[src/rtl/rr_arbiter8.sv]
// Round-robin arbiter for 8 requesters. It produces a registered one-hot grant
// and its binary index, holds the grant until the owner releases it or the hold
// limit is reached, and then rotates priority past the last owner.
module rr_arbiter8 #(
  parameter int unsigned MAX_HOLD = 16,
  parameter int unsigned CNT_W    = 8
) (
  input  logic       clk,
  input  logic       rst,
  input  logic [7:0] req,
  input  logic       done,
  output logic [7:0] gnt,
  output logic [2:0] gnt_idx,
  output logic       gnt_valid,
  output logic       timeout
);

  typedef enum logic [1:0] {IDLE, GRANT, RELEASE} state_t;

  // Count value seen on the last allowed grant cycle. With MAX_HOLD=0 this
  // wraps to all ones, but hold_hit is gated off in that case.
  localparam logic [CNT_W-1:0] LIMIT   = CNT_W'(MAX_HOLD - 1);
  localparam logic             HOLD_EN = (MAX_HOLD != 0);

  state_t           state;
  logic [2:0]       ptr;
  logic [CNT_W-1:0] cnt;

  logic       win_found;
  logic [2:0] win_idx;
  logic       owner_req;
  logic       hold_hit;
  logic       release_now;

  // Scan from ptr upward, modulo 8. The loop runs backward so that the
  // closest requester after ptr is written last and wins.
  always_comb begin
    win_found = 1'b0;
    win_idx   = ptr;
    for (int k = 7; k >= 0; k--) begin
      if (req[ptr + 3'(k)]) begin
        win_found = 1'b1;
        win_idx   = ptr + 3'(k);
      end
    end
  end

  assign owner_req   = req[gnt_idx];
  assign hold_hit    = HOLD_EN && (cnt == LIMIT);
  assign release_now = done || !owner_req || hold_hit;

  // Arbiter FSM. All outputs are registered here.
  always_ff @(posedge clk or posedge rst) begin
    if (rst) begin
      state     <= IDLE;
      ptr       <= 3'd0;
      cnt       <= '0;
      gnt       <= 8'h00;
      gnt_idx   <= 3'd0;
      gnt_valid <= 1'b0;
      timeout   <= 1'b0;
    end else begin
      case (state)
        IDLE: begin
          timeout <= 1'b0;
          if (win_found) begin
            state     <= GRANT;
            gnt_valid <= 1'b1;
            gnt_idx   <= win_idx;
            gnt       <= 8'b1 << win_idx;
            cnt       <= '0;
          end
        end
        GRANT: begin
          if (release_now) begin
            state     <= RELEASE;
            gnt       <= 8'h00;
            gnt_valid <= 1'b0;
            ptr       <= gnt_idx + 3'd1;
            cnt       <= '0;
            // Flag a timeout only when the hold limit alone ended the grant.
            timeout   <= hold_hit && !done && owner_req;
          end else begin
            cnt <= cnt + 1'b1;
          end
        end
        RELEASE: begin
          // One dead cycle. Requests are not sampled here.
          timeout <= 1'b0;
          state   <= IDLE;
        end
        default: begin
          state     <= IDLE;
          gnt       <= 8'h00;
          gnt_valid <= 1'b0;
          timeout   <= 1'b0;
        end
      endcase
    end
  end

endmodule

[config.mk]
export PLATFORM = sky130hd
export DESIGN_NAME = rr_arbiter8
export DESIGN_NICKNAME = d
export VERILOG_FILES = /design/src/rtl/rr_arbiter8.sv
export SDC_FILE = /design/constraint.sdc
export NUM_CORES = 1
export LEC_CHECK = 0
export ABC_AREA = 1
export CAP_MARGIN = 10
export CORE_MARGIN = 10
export CORE_UTILIZATION = 40
export DETAILED_ROUTE_END_ITERATION = 10
export REMOVE_ABC_BUFFERS = 1
export SETUP_SLACK_MARGIN = 0.15
export SYNTH_ARGS = -nofsm -noshare
export SYNTH_HDL_FRONTEND = slang
export SYNTH_SLANG_ARGS = --single-unit
[constraint.sdc]
create_clock -name clk -period 3 [get_ports clk]
set_input_delay 0.45 -clock clk [delete_from_list [all_inputs] [get_ports clk]]
set_output_delay 0.45 -clock clk [all_outputs]
set_load 0.1 [all_outputs]
==> flow_summary_export.csv <==
group,metric,value,unit
status,status,"completed",
worst_setup_path,critical_path_class,"flip-flop to flip-flop",
die,dieHeight,91.2,um
global_route,grt_pass1_wl,8080,um
logic_synthesis,ys.flop_type,"dfrtp_1",
global_route,grtUsageMet1,0.170,
die,core_area,4820,um2
worst_setup_path,cp_common_cell,"inv_2",
job,maxCapViolations,0,
global_route,grt_max_degree,27,
worst_setup_path,ff2ff_setup_slack,0.39,ns
logic_synthesis,ys_types,31,
sta,fin_skew,0.00331,ns
worst_setup_path,end_kind,"flip-flop",
layout,area_growth_syn_to_layout,15.4,%
die,io_pins,24,
logic_synthesis,synth_top_area_share,0.321,
routing,vias,1823,
logic_synthesis,synth_seq_cells,26,
clocking,cts_tree,"built",
clocking,clock-root-buffer,"clkbuf_8",
clocking,cts_max_level,1,
global_route,antenna_found_initial,0,
global_route,track_usage,0.114,
routing,drt_pass1_iterations,4,
logic_synthesis,synth_cells,281,
global_route,grt_util_met3,0.0263,
die,chipWidth,91.2,um
global_route,use_met2,0.162,
sta,tightest_slew,0.480,ns
clocking,clock_path_buffers,2,
global_route,grt-ovfl-total,0,
logic_synthesis,synth_edf_count,0,
sta,grt_setup_unrepaired,"no",
sta,slew_viol_final,0,
logic_synthesis,synth.largest_area_cell,"dfrtp_1",
logic_synthesis,postSynthAreaPerCell,7.21,um2
logic_synthesis,synth.area.top_cells,"dfrtp_1 (32%), nand2_1 (15%), nand3_1 (9.4%)",
logic_synthesis,ys_seq_area_frac,0.321,
worst_setup_path,crit_arrival,2.78,ns
worst_setup_path,slowest_delay,0.50,ns
layout,final_cell_mix,"nand2_1 (82), nand3_1 (38), inv_1 (25), dfrtp_1 (25), nor2_1 (17)",
sta,timing.fmax,383,MHz
worst_setup_path,path_max_fanout,12,
global_route,top_usage_layer,"met1",
routing,routedWlPerCell,13.1,um
sta,timing.final.setup_violations,0,
layout,final_core_util,0.485,
placement,gp_congestion,0.851,
clocking,clock_latency,0.27,ns
routing,drc,0,
worst_setup_path,cp.required,3.17,ns
worst_setup_path,path_delay_family,"simple AND/OR/NAND/NOR gates",
logic_synthesis,yosys_warnings,0,
clocking,path_clk_slew,0.09,ns
clocking,cts_hold_buf,0,
die,core.rowCount,25,
global_route,first_global_vias,1674,
routing,drt-initial-drc-count,106,
routing,postRouteAntennaNets,0,
worst_setup_path,cp_slowest_cell,"dfrtp_2",
sta,hold_viol_final,0,
layout,antenna_cells,0,
worst_setup_path,path_cells,"inv_2 -> ha_1 -> inv_2 -> nand3_1 -> nand3_1 -> nand2_2 -> nor2_2 -> nand2_2 -> o21ai_4 -> inv_2 -> nand3_2 -> inv_2 -> nand3_1 -> nand2_1",
sta,fin_crit,2.61,ns
clocking,clock-sinks,26,
layout,final_common_cell,"nand2_1",
logic_synthesis,async_flop_share,1.00,
worst_setup_path,crit_buf_inv,4,
die,dieArea,8310,um2
routing,viasPerCell,4.89,
worst_setup_path,setup.worst_path.start_class,"flip-flop",
routing,drt_wl_total,4880,um
sta,finalSetupTns,0,ns
placement,io_buffer_count,23,
sta,maxSlewHeadroom,0.672,
placement,dp_hpwl,3940,um
clocking,cts_made_buffers,3,
logic_synthesis,netlist_area,2030,um2
layout,drive_gt1_frac,0.199,
die,initial_core_util,0.421,
sta,timing.final.crit_share,0.870,
min_path,hp-class,"flip-flop to flip-flop",
layout,final_nets,322,
per-stage QoR:
stage / area [um2] / hold slack (ns) / instances / setup WS [ns]
final: 2340 / 0.479 / 373 / 0.389
after global routing: 2340 / 0.522 / 373 / 0.171
after CTS: 2340 / 0.487 / 373 / 0.292
after detailed placement: 2280 / 0.464 / 369 / 0.303
after global placement: 2280 / 0.465 / 369 / 0.409
after floorplan: 1980 / 0.479 / 277 / 0.605
cell usage after synthesis, types with 2 or more instances:
cell type and number:
inv_4 2, nand3_2 9, dfrtp_1 26, o32ai_1 5, nand3_1 38, nand2_4 3
a21boi_0 4, buf_6 3, o21bai_1 4, xor2_1 7, ha_1 4, o21ai_0 10
a21oi_1 8, nand2_1 82, nor2_1 17, inv_2 6, nand2_2 15, inv_1 25
routing by layer:
layer	vias to the layer above	wire (um)	part of all wire
met2	34	2030	0.42
met1	818	2630	0.54
met3	2	201	0.041
li1	969	-	-
met4	0	19	0.0039
met5	-	0	0
sequential cells by signal, indices dropped and copies added (netlist names):
signal / cells
gnt_idx: 3
timeout: 1
gnt: 8
state: 2
ptr: 3
cnt: 8
gnt_valid: 1
tightest hold or removal path, stage by stage, from the launching register on:
cell and delay (ns):
dfrtp_1 0.35, nand2_1 0.05, nand2_1 0.05
what timing repair did:
item / 4_1_cts / 5_1_grt
setup endpoints to repair: 0 / 15
endpoints found under the hold margin: 0 / 0
resized for setup: 0 / 1
buffers inserted: 0 / 0
layout make-up:
class / instances / area (um2)
Clock buffer: 4 / 55.1
Fill cell: 512 / 2480
Inverter: 34 / 133
Multi-Input combinational cell: 217 / 1200
Sequential cell: 26 / 652
Tap cell: 67 / 83.8
Timing Repair Buffer: 25 / 213
kinds of logic after synthesis:
family | count (synthesis) | share of synthesized area
flops | 26 | 0.321
buf+inv | 38 | 0.0859
mux | 1 | 0.00494
simple gates | 169 | 0.410
xor+xnor | 8 | 0.0383
fa+ha+maj | 4 | 0.0247
compound gates | 35 | 0.115
path summary, 6_finish.rpt:
check,start,endpoint,cells after the start
setup reg to reg,ptr[0]$_DFFE_PP0P_,gnt[3]$_DFFE_PP0P_,14
hold / removal,gnt_valid$_DFFE_PP0P_,gnt_valid$_DFFE_PP0P_,2
max in group asynchronous,rst,ptr[0]$_DFFE_PP0P_,3
setup / recovery,ptr[0]$_DFFE_PP0P_,gnt[3]$_DFFE_PP0P_,14
min in group asynchronous,rst,gnt[0]$_DFFE_PP0P_,3
hold reg to reg,gnt_valid$_DFFE_PP0P_,gnt_valid$_DFFE_PP0P_,2
Power is left out: the tool's default activity adds up to more than one toggle a clock period on the data nets, which glitch-free logic cannot reach.
